**config.mk**
```make
export PLATFORM = sky130hd
export DESIGN_NAME = instruction_fetch
export DESIGN_NICKNAME = d
export VERILOG_FILES = /design/src/rtl/spu_fetch_pkg.sv /design/src/rtl/fetch_pair_fifo.sv /design/src/rtl/instruction_fetch.sv
export SDC_FILE = /design/constraint.sdc
export NUM_CORES = 1
export LEC_CHECK = 0
export ABC_AREA = 1
export ABC_CLOCK_PERIOD_IN_PS = 11900
export CORE_ASPECT_RATIO = 1.1
export CORE_MARGIN = 2
export CORE_UTILIZATION = 53
export CTS_BUF_LIST = sky130_fd_sc_hd__clkbuf_8 sky130_fd_sc_hd__clkbuf_16
export DETAILED_ROUTE_END_ITERATION = 10
export DONT_BUFFER_PORTS = 1
export PLACE_DENSITY_LB_ADDON = 0.12
export RECOVER_POWER = 25
export SYNTH_ARGS = -nofsm -noshare
export SYNTH_HDL_FRONTEND = slang
export SYNTH_HIERARCHICAL = 1
export SYNTH_SLANG_ARGS = --single-unit
```
**constraint.sdc**
```tcl
create_clock -name clk -period 11.9 [get_ports clk]
set_input_delay 1.785 -clock clk [delete_from_list [all_inputs] [get_ports clk]]
set_output_delay 1.785 -clock clk [all_outputs]
set_load 0.02 [all_outputs]
```
**src/rtl/spu_fetch_pkg.sv**
```systemverilog
// Shared types and constants for the SPU dual-issue fetch stage.
package spu_fetch_pkg;

  // Widest fetch PC any instance may use; narrower instances zero-extend into entries.
  localparam int unsigned FETCH_PC_BITS = 32;
  localparam int unsigned INSTR_BITS    = 32;
  localparam int unsigned PAIR_BYTES    = 8;

  localparam logic [INSTR_BITS-1:0] NOP_INSTR = 32'h4020_0000;

  // One buffered instruction pair and the byte address of its first word.
  typedef struct packed {
    logic [FETCH_PC_BITS-1:0] pc;
    logic [INSTR_BITS-1:0]    instr1;
    logic [INSTR_BITS-1:0]    instr2;
  } fetch_entry_t;

endpackage

```
**src/rtl/fetch_pair_fifo.sv**
```systemverilog
// Synchronous FIFO of instruction pairs.
// Ports: clk, rst_n (sync, active-low), flush (empties the FIFO, wins over
// push/pop), push/push_data, pop, head (entry at the read pointer), count, empty.
// Push and pop may coincide when full or empty; push while full without pop is illegal.
module fetch_pair_fifo
  import spu_fetch_pkg::*;
#(
  parameter int unsigned DEPTH = 4
) (
  input  logic                       clk,
  input  logic                       rst_n,
  input  logic                       flush,
  input  logic                       push,
  input  fetch_entry_t               push_data,
  input  logic                       pop,
  output fetch_entry_t               head,
  output logic [$clog2(DEPTH+1)-1:0] count,
  output logic                       empty
);

  localparam int unsigned AW = (DEPTH > 1) ? $clog2(DEPTH) : 1;
  localparam int unsigned CW = $clog2(DEPTH + 1);

  fetch_entry_t    mem [DEPTH];
  logic [AW-1:0]   wr_ptr;
  logic [AW-1:0]   rd_ptr;
  logic [CW-1:0]   cnt;
  logic            full;
  logic            do_push;
  logic            do_pop;

  // Pop only real data; a push is accepted when a slot is free or one frees this cycle.
  always_comb begin
    full    = (cnt == CW'(DEPTH));
    empty   = (cnt == '0);
    do_pop  = pop & ~empty;
    do_push = push & (~full | do_pop);
    head    = mem[rd_ptr];
    count   = cnt;
  end

  // Pointer and occupancy state; pointers wrap naturally since DEPTH is a power of 2.
  always_ff @(posedge clk) begin
    if (!rst_n || flush) begin
      wr_ptr <= '0;
      rd_ptr <= '0;
      cnt    <= '0;
    end else begin
      if (do_push) wr_ptr <= wr_ptr + AW'(1);
      if (do_pop)  rd_ptr <= rd_ptr + AW'(1);
      cnt <= cnt + CW'(do_push) - CW'(do_pop);
    end
  end

  // Storage array, no reset needed.
  always_ff @(posedge clk) begin
    if (rst_n && !flush && do_push) mem[wr_ptr] <= push_data;
  end

  // Credit logic upstream must make overflow impossible.
  always @(posedge clk) begin
    if (rst_n && !flush) begin
      assert (!(push && full && !pop))
        else $error("fetch_pair_fifo: push while full");
    end
  end

endmodule

```
**src/rtl/instruction_fetch.sv**
```systemverilog
// Dual-issue fetch stage: writer side of the IF/ID register.
// Ports:
//   clk, rst_n          clock and synchronous active-low reset
//   ls_req/ls_addr      pair read request to local store (addr 8-byte aligned)
//   ls_gnt              request accepted this cycle
//   ls_rvalid/ls_rdata  in-order read response, [63:32] = word at addr
//   branch_taken/target redirect from execute, overrides everything this cycle
//   stall               IF/ID cannot accept this cycle
//   PC_adderOut         pair PC + 8; instruction1/2 the pair; fetch_valid qualifies them
// PCbitsize must not exceed FETCH_PC_BITS.
module instruction_fetch
  import spu_fetch_pkg::*;
#(
  parameter int unsigned          PCbitsize  = 32,
  parameter int unsigned          FIFO_DEPTH = 4,
  parameter logic [PCbitsize-1:0] RESET_PC   = '0
) (
  input  logic                 clk,
  input  logic                 rst_n,
  output logic                 ls_req,
  output logic [PCbitsize-1:0] ls_addr,
  input  logic                 ls_gnt,
  input  logic                 ls_rvalid,
  input  logic [63:0]          ls_rdata,
  input  logic                 branch_taken,
  input  logic [PCbitsize-1:0] branch_target,
  input  logic                 stall,
  output logic [PCbitsize-1:0] PC_adderOut,
  output logic [31:0]          instruction1,
  output logic [31:0]          instruction2,
  output logic                 fetch_valid
);

  localparam int unsigned CW = $clog2(FIFO_DEPTH + 1);
  localparam int unsigned SW = CW + 1;

  logic [PCbitsize-1:0] fetch_pc;
  logic [PCbitsize-1:0] push_pc;
  logic [PCbitsize-1:0] redirect_pc;
  logic [CW-1:0]        outstanding;
  logic [CW-1:0]        outstanding_nxt;
  logic [CW-1:0]        drop_cnt;
  logic [CW-1:0]        occupancy;
  logic                 nop_first;
  logic                 grant;
  logic                 drop_rsp;
  logic                 push;
  logic                 pop;
  logic                 fifo_empty;
  fetch_entry_t         push_entry;
  fetch_entry_t         head;
  logic                 unused_target_bits;

  // Byte-lane bits of the target are meaningless for word fetch.
  assign unused_target_bits = ^branch_target[1:0];

  fetch_pair_fifo #(.DEPTH(FIFO_DEPTH)) u_fifo (
    .clk       (clk),
    .rst_n     (rst_n),
    .flush     (branch_taken),
    .push      (push),
    .push_data (push_entry),
    .pop       (pop),
    .head      (head),
    .count     (occupancy),
    .empty     (fifo_empty)
  );

  // Credit, drop, push/pop and output steering.
  always_comb begin
    ls_req          = 1'b0;
    grant           = 1'b0;
    drop_rsp        = 1'b0;
    push            = 1'b0;
    pop             = 1'b0;
    fetch_valid     = 1'b0;
    PC_adderOut     = '0;
    instruction1    = '0;
    instruction2    = '0;
    redirect_pc     = {branch_target[PCbitsize-1:3], 3'b000};

    // Every in-flight read owns a FIFO slot, so the FIFO can never overflow.
    ls_req   = rst_n & ~branch_taken &
               ((SW'(occupancy) + SW'(outstanding)) < SW'(FIFO_DEPTH));
    ls_addr  = fetch_pc;
    grant    = ls_req & ls_gnt;

    drop_rsp = ls_rvalid & (drop_cnt != '0);
    push     = ls_rvalid & ~drop_rsp & ~branch_taken;
    outstanding_nxt = outstanding + CW'(grant) - CW'(ls_rvalid);

    push_entry.pc     = FETCH_PC_BITS'(push_pc);
    push_entry.instr1 = nop_first ? NOP_INSTR : ls_rdata[63:32];
    push_entry.instr2 = ls_rdata[31:0];

    fetch_valid = rst_n & ~fifo_empty & ~branch_taken;
    pop         = fetch_valid & ~stall;
    if (fetch_valid) begin
      PC_adderOut  = PCbitsize'(head.pc) + PCbitsize'(PAIR_BYTES);
      instruction1 = head.instr1;
      instruction2 = head.instr2;
    end
  end

  // PC, credit and redirect bookkeeping.
  always_ff @(posedge clk) begin
    if (!rst_n) begin
      fetch_pc    <= RESET_PC;
      push_pc     <= RESET_PC;
      outstanding <= '0;
      drop_cnt    <= '0;
      nop_first   <= 1'b0;
    end else begin
      outstanding <= outstanding_nxt;
      if (branch_taken) begin
        // Everything still in flight after this cycle belongs to the old path.
        fetch_pc  <= redirect_pc;
        push_pc   <= redirect_pc;
        drop_cnt  <= outstanding_nxt;
        nop_first <= branch_target[2];
      end else begin
        if (grant)    fetch_pc <= fetch_pc + PCbitsize'(PAIR_BYTES);
        if (drop_rsp) drop_cnt <= drop_cnt - CW'(1);
        if (push) begin
          push_pc   <= push_pc + PCbitsize'(PAIR_BYTES);
          nop_first <= 1'b0;
        end
      end
    end
  end

endmodule

```
==> key figures, run 1 <==
Status
  • Status: finished clean

Finish
  • Register area: 13000 um^2
  • N_diodes: 0
  • Footprint of the multi-input gates: 6360 um^2
  • NumNets Final: 2269
  • Layout cells sized above 1: 4.77%
  • Synthesis-to-layout area growth: 7.42%
  • FILL cells: 3336
  • Core Util, Final: 57.5%

STA
  • Final min period: 6.93 ns
  • Clock Skews: 0.0102 ns
  • Worst slew pin tran: 1.14 ns
  • Setup violations, final: 0
  • Max Fclk: 144 MHz
  • Setup_tns: 0 ns
  • Relative slew margins: 24.1%
  • RSZ-0062 raised after global routing: no
  • Worst hold slack: 0.500 ns
  • Final worst path period share: 58.3%
  • Final Slew Violations: 0
  • Fin. Hold Viols: 0
  • Final worst setup slack: 4.97 ns

Logic synthesis
  • Post-synthesis cell area: 20900 um^2
  • Post-Syn Instances: 2170
  • Ys async rst share: 0%
  • Post-synthesis sequential area ratio: 62.3%
  • Number of distinct library cells after synthesis: 41
  • Post-synth EDFFs: 384
  • Ranking of synthesized cells by area: edfxtp_1 (55%), nor2_1 (7.9%), dfxtp_1 (7.1%)
  • Cell taking the most area after synthesis: edfxtp_1
  • Synth Register Bits: 458
  • Mean area per synthesized cell: 9.62 um^2
  • Area share of the largest cell type after synthesis: 55.2%
  • Synth Warn #: 6
  • Ys flop type: edfxtp_1

Worst setup path
  • Worst Path Arrival: 5.15 ns
  • R2R setup slack: 7.07 ns
  • Critical path class: register to primary output
  • CP startpoint kind: register
  • CP required: 10.12 ns
  • Critical R2R Launch: u_fifo/count[1]
  • Max FO, Critical Path: 140
  • Critical R2R Capture: u_fifo/mem[1][15]
  • Critical Path End Type: primary output
  • FF-to-FF path depth: 14

Clock network
  • Postcts setup bufs: 0
  • Post_cts resized: 0
  • CTS H-Tree Depth: 2
  • Skew-Pair Late Insertion Delay: 0.54 ns
  • Bufs on Longest Clock Path: 3
  • TritonCTS Buffers: 45
  • Hold buffers post-CTS: 0
  • TritonCTS clock tree: done
  • CTS Root Cell: clkbuf_16
  • Worst-path clk slew: 0.06 ns
  • Clock Sinks: 458

Global routing
  • GRT Total Usage: 23.6%
  • Total gr overflow: 0
  • Largest net degree at the start of global routing: 141
  • Number of global-route vias before repair: 14100
  • First-pass GRT wire length: 76.3 mm
  • Initial antenna violation count: 0

Die
  • Row count: 76
  • Die Ht: 212 um
  • DIE AREA: 41000 um^2
  • Starting Density: 53.6%
  • IO Pins: 232
  • Die Wd: 193 um
  • CORE AREA: 39000 um^2

Pwr
  • Leak Pwr: 0.00834 uW
  • Pwr Density: 144 nW/um^2
  • Max VDD drop: 0.0000923 V

Placement
  • Port Buffers: 0
  • Hpwl dp: 30.9 mm
  • Setup WS pre-CTS: 4.97 ns
  • Placer Congestion: 0.920

Hold path
  • Hold wc startpoint: u_fifo/rd_ptr[1]
  • Hold path cells: 2
  • Hold Crit Class: register to register

Routing
  • Routed met2 length: 24.2 mm
  • DR WL/cell: 18.3 um
  • DR pass1 iterations: 5
  • Drt drc: 0
  • Antenna-violating nets left: 0
  • Drt total wl: 49.1 mm
  • Via count: 14800
  • Drt first-iter violations: 1013
  • Top Layer Used: met4
  • M1 WL: 20.5 mm
  • WL met3: 2.82 mm
  • Vias per cell: 5.51

Flow run
  • Max-cap viol count: 0
[synthesized netlist by cell type, types with 8 or more instances]
cell	n
nor2_1	438
edfxtp_1	384
nand2_1	326
inv_1	249
o21ai_0	144
nand3_1	99
o22ai_1	96
o21ai_1	93
dfxtp_1	74
a21oi_1	61
clkbuf_1	27
buf_2	26
buf_6	24
nor3_1	20
ha_1	15
xor2_1	14
buf_4	12
nand4_1	10
a31oi_1	8
[kinds of logic (layout without fill, tap and decap cells)]
logic type	after synthesis	count (layout)	synth area share [%]
compound gates	411	411	10.6
simple gates	913	913	17.6
fa+ha+maj	17	17	1.09
buf+inv	352	348	7.61
flops	458	458	62.3
xor+xnor	18	18	0.755
other cells	1	15	0.0180
[layer usage]
metal  global-route usage, %  vias to the layer above
li1                        -                     7250
met1                    29.1                     7039
met2                    41.7                      419
met3                    4.11                       92
met4                    8.71                        0
met5                       0                        -
[stage by stage]
step | power, uW | cell area (um^2) | std cells
final | 3240 | 22400 | 2687
after global routing | 3350 | 22400 | 2687
after detailed placement | 1980 | 21100 | 2610
after global placement | 1980 | 21100 | 2610
after floorplan | 1940 | 20900 | 2184
after CTS | 3270 | 22400 | 2687
[how the worst max path moves through the flow]
stage,from,end,slack (ns)
after global routing,register,PC_adderOut[9],4.58
final,register,PC_adderOut[9],4.97
after CTS,register,PC_adderOut[23],5.01
after floorplan,rst_n,u_fifo/mem[0][0],4.25
after global placement,rst_n,u_fifo/mem[1][6],5.06
after detailed placement,rst_n,u_fifo/mem[1][7],4.97
[placed cells by master (no fill, tap or decap), types with 2 or more instances in the layout]
cell type,Yosys,final
o21ai_1,93,93
nor2_1,438,434
nand4_1,10,10
clkbuf_16,0,45
clkinv_1,0,8
clkinvlp_4,0,4
clkinv_2,0,7
bufinv_16,0,2
o21ai_0,144,144
inv_1,249,257
nand3_1,99,99
a21oi_1,61,61
nor2_4,2,6
fa_1,2,2
edfxtp_1,384,384
buf_4,12,17
o22ai_1,96,96
xnor2_1,4,4
and2_1,5,5
or2_2,5,5
nor2_2,4,4
dfxtp_1,74,71
nor3_1,20,20
o21bai_1,3,3
xor2_1,14,14
ha_1,15,15
conb_1,1,15
inv_2,4,5
a31oi_1,8,8
dfxtp_2,0,2
nand2_1,326,326
[sequential cells by signal (all words and copies together) (netlist names), named ones only]
| name | flops |
|---|---|
| outstanding | 3 |
| ls_addr | 29 |
| push_pc | 29 |
| drop_cnt | 3 |
| u_fifo/rd_ptr | 2 |
| u_fifo/count | 3 |
| u_fifo/mem | 384 |
| u_fifo/wr_ptr | 2 |
| nop_first | 1 |
[critical path, cell delays in order (launching register included)]
cell,delay [ns]
dfxtp_4,0.48
inv_6,0.79
buf_4,0.66
nor2_1,0.08
o22ai_1,0.50
ha_1,0.36
inv_1,0.11
nor4_1,0.58
nor2_1,0.08
nor3_1,0.82
[report_power, final]
part           total (uW)  switching [uW]  leakage [uW]  internal [uW]
Combinational         136            94.2       0.00358           41.5
Clock                1290             563      0.000675            727
Sequential           1810            43.2       0.00409           1770
Total                3240             700       0.00834           2540
[cell type report]
class / count / area share, %
Tap cell: 507 / 2.83
Inverter: 254 / 4.27
Clock inverter: 32 / 0.904
Sequential cell: 458 / 58.0
Timing Repair Buffer: 17 / 0.569
Multi-Input combinational cell: 1374 / 28.4
Clock buffer: 45 / 5.02
(Power assumes the default switching activity.)
==> run 2: changes to the inputs <==
ABC_CLOCK_PERIOD_IN_PS = 5600   (was 11900)
clock period = 5.6 ns   (was 11.9 ns; I/O delays follow)
==> run 2 against run 1 <==
Net effect: cell count increased by 0.71%; power rose by 120%; critical path type unchanged; global-route usage is essentially flat; first-iteration DRC count decreased by 11%; die area unchanged; clock skew is 0.0082 ns higher; core utilization increased by 0.90 points; critical path depth grew 4; non-clock buffer count rose by 11.
==> key figures, run 2 (synthesis gave the netlist of run 1 again) <==
Status
  • Status: finished clean

Worst setup path
  • FF-to-FF path depth: 12
  • Top cell by count, worst path: nor2_1
  • Critical Path End Type: primary output
  • CP peak stage delay: 0.63 ns
  • Worst Path Arrival: 3.94 ns
  • Critical path class: register to primary output
  • CP required: 4.76 ns
  • Critical R2R Launch: u_fifo/count[1]
  • Critical-path top delay cell: dfxtp_4
  • Max FO, Critical Path: 95
  • Crit-path cells: inv_6 > o21ai_1 > o22ai_1 > ha_1 > nand2_1 > nor2_1 > inv_1 > nor2_1 > nand2_1 > nor2_1 > nor2_1 > nor3_1 > buf_4
  • CP startpoint kind: register

Finish
  • Max FFs per register: 384
  • NumNets Final: 2281
  • Most common cell after layout, fill and taps aside: nor2_1
  • Layout cells sized above 1: 5.41%
  • Biggest register: u_fifo/mem
  • Fin area: 22800 um^2
  • N_diodes: 0
  • Core Util, Final: 58.4%
  • Non-filler cells, final: 2706
  • Synthesis-to-layout area growth: 9.10%
  • Most frequent cells in the layout: nor2_1 (434), edfxtp_1 (384), nand2_1 (326)

Global routing
  • Met1 Usage GRT: 28.2%
  • Global route hottest layer: met2
  • First-pass GRT wire length: 76.4 mm
  • Largest net degree at the start of global routing: 96
  • Number of global-route vias before repair: 14300
  • Total gr overflow: 0
  • Met3 usage: 4.93%
  • Initial antenna violation count: 0
  • GRT Total Usage: 23.6%
  • Met2 layer usage reported by global route: 42.5%

STA
  • Final Slew Violations: 0
  • RSZ-0062 raised after global routing: no
  • Worst slew pin tran: 1.01 ns
  • Fin. Hold Viols: 0
  • Relative slew margins: 32.4%
  • Setup violations, final: 0
  • Worst hold slack: 0.386 ns
  • Max Fclk: 209 MHz
  • Clock Skews: 0.0184 ns
  • Final worst path period share: 85.4%
  • Final min period: 4.78 ns

Clock network
  • Bufs on Longest Clock Path: 3
  • Skew-Pair Late Insertion Delay: 0.55 ns
  • Hold buffers post-CTS: 0
  • TritonCTS clock tree: done
  • TritonCTS Buffers: 46
  • CTS H-Tree Depth: 2
  • Postcts setup bufs: 0
  • Worst-path clk slew: 0.06 ns
  • CTS Root Cell: clkbuf_16
  • Clock Sinks: 458
  • Post_cts resized: 0

Pwr
  • Pwr Density: 316 nW/um^2
  • Combinational group share of total power: 4.0%
  • Sequential power share: 53.6%
  • Int Pwr: 5690 uW
  • Psw: 1500 uW
  • Clock share of power: 42.4%
  • Max VDD drop: 0.000247 V
  • Sw Share: 20.9%
  • Leak Pwr: 0.00855 uW

Routing
  • DR pass1 iterations: 5
  • Antenna-violating nets left: 0
  • Drt drc: 0
  • DR WL/cell: 18.3 um
  • Vias per cell: 5.53
  • Via count: 15000
  • Drt total wl: 49.5 mm
  • Drt first-iter violations: 906

Placement
  • Hpwl dp: 31.1 mm
  • Placer Congestion: 0.909
  • Placed Cells: 2621
  • Placement Cell Area: 21200 um^2
  • Port Buffers: 0

Die
  • Die Wd: 193 um
  • Starting Density: 53.6%
  • Row count: 76
  • CORE AREA: 39000 um^2
  • Die Ht: 212 um
  • IO Pins: 232
  • DIE AREA: 41000 um^2

Hold path
  • Hold path cells: 2
  • Hold wc startpoint: rst_n
  • Hold Crit Class: input port to register

Flow run
  • Max-cap viol count: 0
-- run 2: changes by cell type in the layout (fill, tap and decap cells not counted), moves of 3 or more --
| cell | before | now |
|---|---|---|
| inv_1 | 257 | 264 |
| buf_4 | 17 | 23 |
| buf_12 | 0 | 5 |
| clkbuf_16 | 45 | 49 |
| bufinv_16 | 2 | 5 |
| clkbuf_8 | 0 | 3 |
| clkinv_1 | 8 | 5 |
| clkinvlp_4 | 4 | 1 |
-- run 2: per-layer routing --
metal  routed length [um]  vias to the layer above
met1                20100                     7159
met3                 3100                       78
met2                24900                      431
met5                    0                        -
met4                 1340                        0
li1                     -                     7284
-- run 2: worst paths after layout --
path	end	slack, ns
worst max register to register	u_fifo/mem[2][43]	1.95
worst min-delay path	outstanding[0]	0.39
worst max-delay path	PC_adderOut[23]	0.82
worst min register to register	register	0.52
-- run 2: layout make-up --
| class | count | area (um^2) |
|---|---|---|
| Multi-Input combinational cell | 1374 | 6360 |
| Fill cell | 3343 | 16200 |
| Tap cell | 507 | 634 |
| Clock buffer | 52 | 1270 |
| Sequential cell | 458 | 13000 |
| Inverter | 254 | 958 |
| Timing Repair Buffer | 28 | 273 |
| Clock inverter | 33 | 267 |
-- run 2: through the flow --
stage                     total power [uW]  worst slack, ns  setup TNS, ns
after global placement                4200            0.838              0
after global routing                  7450            0.459              0
after detailed placement              4210            0.780              0
final                                 7190            0.817              0
after floorplan                       4130            -1.10        -423.52
after CTS                             7260            0.760              0
-- run 2: worst max-delay path: cells and delay by family (launching register included) --
family,cells,cell delay [ns]
simple gates,7,1.06
flops,1,0.63
compound gates,2,0.52
buf+inv,3,0.82
fa+ha+maj,1,0.33
-- run 2: power groups by stage --
stage / combinational, uW / clock [uW] / sequential, uW
final: 291 / 3050 / 3850
after global routing: 334 / 3260 / 3860
after floorplan: 231 / 0 / 3890
after CTS: 293 / 3110 / 3850
after global placement: 283 / 0 / 3920
after detailed placement: 291 / 0 / 3920
==> patch: new RTL, flow settings as in run 2 <==
Set the parameter `PCbitsize` to 128 (it was 32).
--- a/src/rtl/instruction_fetch.sv
+++ b/src/rtl/instruction_fetch.sv
@@ -13,3 +13,3 @@
 #(
-  parameter int unsigned          PCbitsize  = 32,
+  parameter int unsigned          PCbitsize  = 128,
   parameter int unsigned          FIFO_DEPTH = 4,
Interface: changed (resized PC_adderOut, branch_target and ls_addr); port bits go from 232 to 520. The function was not compared with the original's and may differ.
==> patch against run 2 <==
Wire length increased by 92%. Non-clock buffer count up 10. Sequential power grew 23%. Power is 27% higher. Largest cell class unchanged. Via count increased by 62%. Critical path type unchanged. Cell area up 37%. Global-route usage up 8.6 points. Maximum frequency shrank 6.6%. The run now ends with capacitance limit, slew limit left. Sequential cell count up 96. Worst setup slack worse by 0.34 ns. Synthesized area grew 40%.
==> patch: results (changes against run 2) <==
[power]
p_leak_uw = 0.0116  ; was 0.00855 uW

[sta]
drv_slew = 33  ; was 0

[clock_tree]
numCtsBuffers = 56  ; was 46
clkLatencyLatePin_ns = 0.62  ; was 0.55 ns

[run_status]
violations = capacitance limit, slew limit
status = finished, violations left  ; was complete, no violations

[route]
wl_met2_mm = 46.8  ; was 24.9 mm
wl_per_cell_um = 22.0  ; was 18.3 um
met1_length_mm = 35.6  ; was 20.1 mm
wl_met3_mm = 7.39  ; was 3.10 mm
top_layer_used = met5  ; was met4

[layout]
fin_nets = 3751  ; was 2281
drive_gt1_share_pct = 6.17  ; was 5.41%

[synth]
synthTopCellsByCount = 717 x nand2_1, 619 x nor2_1, 402 x inv_1, 384 x edfxtp_1, 204 x nand3_1  ; was 438 x nor2_1, 384 x edfxtp_1, 326 x nand2_1, 249 x inv_1, 144 x o21ai_0
ys_seq_area_share_pct = 51.1  ; was 62.3%
synth_cell_types = 54  ; was 41

[placement]
place.gp.congestion = 1.05  ; was 0.909
dp_hpwl_mm = 69.4  ; was 31.1 mm

[global_routing]
grt_use_met1_pct = 37.6  ; was 28.2%
grt_util_met3_pct = 7.51  ; was 4.93%
grt_max_degree = 135  ; was 96
grt_usage_pct = 32.3  ; was 23.6%
grt.met2_usage_pct = 55.9  ; was 42.5%

[critical_path]
slowest_delay_ns = 0.68  ; was 0.63 ns
cp_max_fo = 61  ; was 95

[job]
maxCapViolCount = 1  ; was 0

[hold_path]
holdCritStartpoint = ls_rdata[21]  ; was rst_n

-- patch: changes by cell type in the layout (fill, tap and decap cells not counted), moves of 16 or more --
cell and delta:
nor2_1 +181, nand3_1 +105, conb_1 +95, nor2_4 +16, a22o_1 +25, o21ai_0 +57, nor2_2 +27, nand2_1 +391
a31oi_1 +29, a21oi_1 +80, inv_1 +147, dfxtp_1 +97, xor2_1 +28
-- patch: cell type report --
cell class,count,area [um^2]
fillers,5092,23500
flip-flops and latches,554,14900
multi-input cells,2475,11600
inverters,411,1550
clock buffers,62,1480
well taps,736,921
clock inverters,43,368
repair buffers,38,323
diodes,3,7.51
-- patch: final timing paths --
kind	to	slack (ns)
max reg2reg	u_fifo/mem[3][93]	1.89
min	u_fifo/mem[0][21]	0.31
min reg2reg	nop_first	0.46
max	PC_adderOut[30]	0.48
-- patch: report_power, final --
part	switching (uW)	internal, uW
Sequential	250	4490
Clock	1620	2140
Combinational	426	169
Total	2300	6800
-- patch: cells by family (layout without fill, tap and decap cells) --
group,after synthesis,in the layout,share of synthesized area (%)
XOR/XNOR,58,58,1.74
buffers and inverters,647,554,10.6
flip-flops,554,554,51.1
AO/OA/AOI/OAI,616,616,11.6
AND/OR/NAND/NOR,1674,1674,24.1
other,1,113,0.0128
adder cells (fa/ha/maj),17,17,0.779
-- patch: timing repair --
item | CTS | global route
resized for setup | 0 | 1
endpoints found under the setup margin | 0 | 1
endpoints found under the hold margin | 0 | 0
-- patch: stage by stage --
step	total power, uW	setup slack, ns	cells	instance area, um^2	hold slack (ns)
floorplan	5280	-1.27	3676	29600	0.460
global placement	5390	0.926	4214	29400	0.453
detailed placement	5410	0.858	4214	29400	0.454
CTS	9150	0.377	4319	31200	0.282
global route	9390	0.119	4319	31200	0.281
finish	9100	0.478	4322	31200	0.312
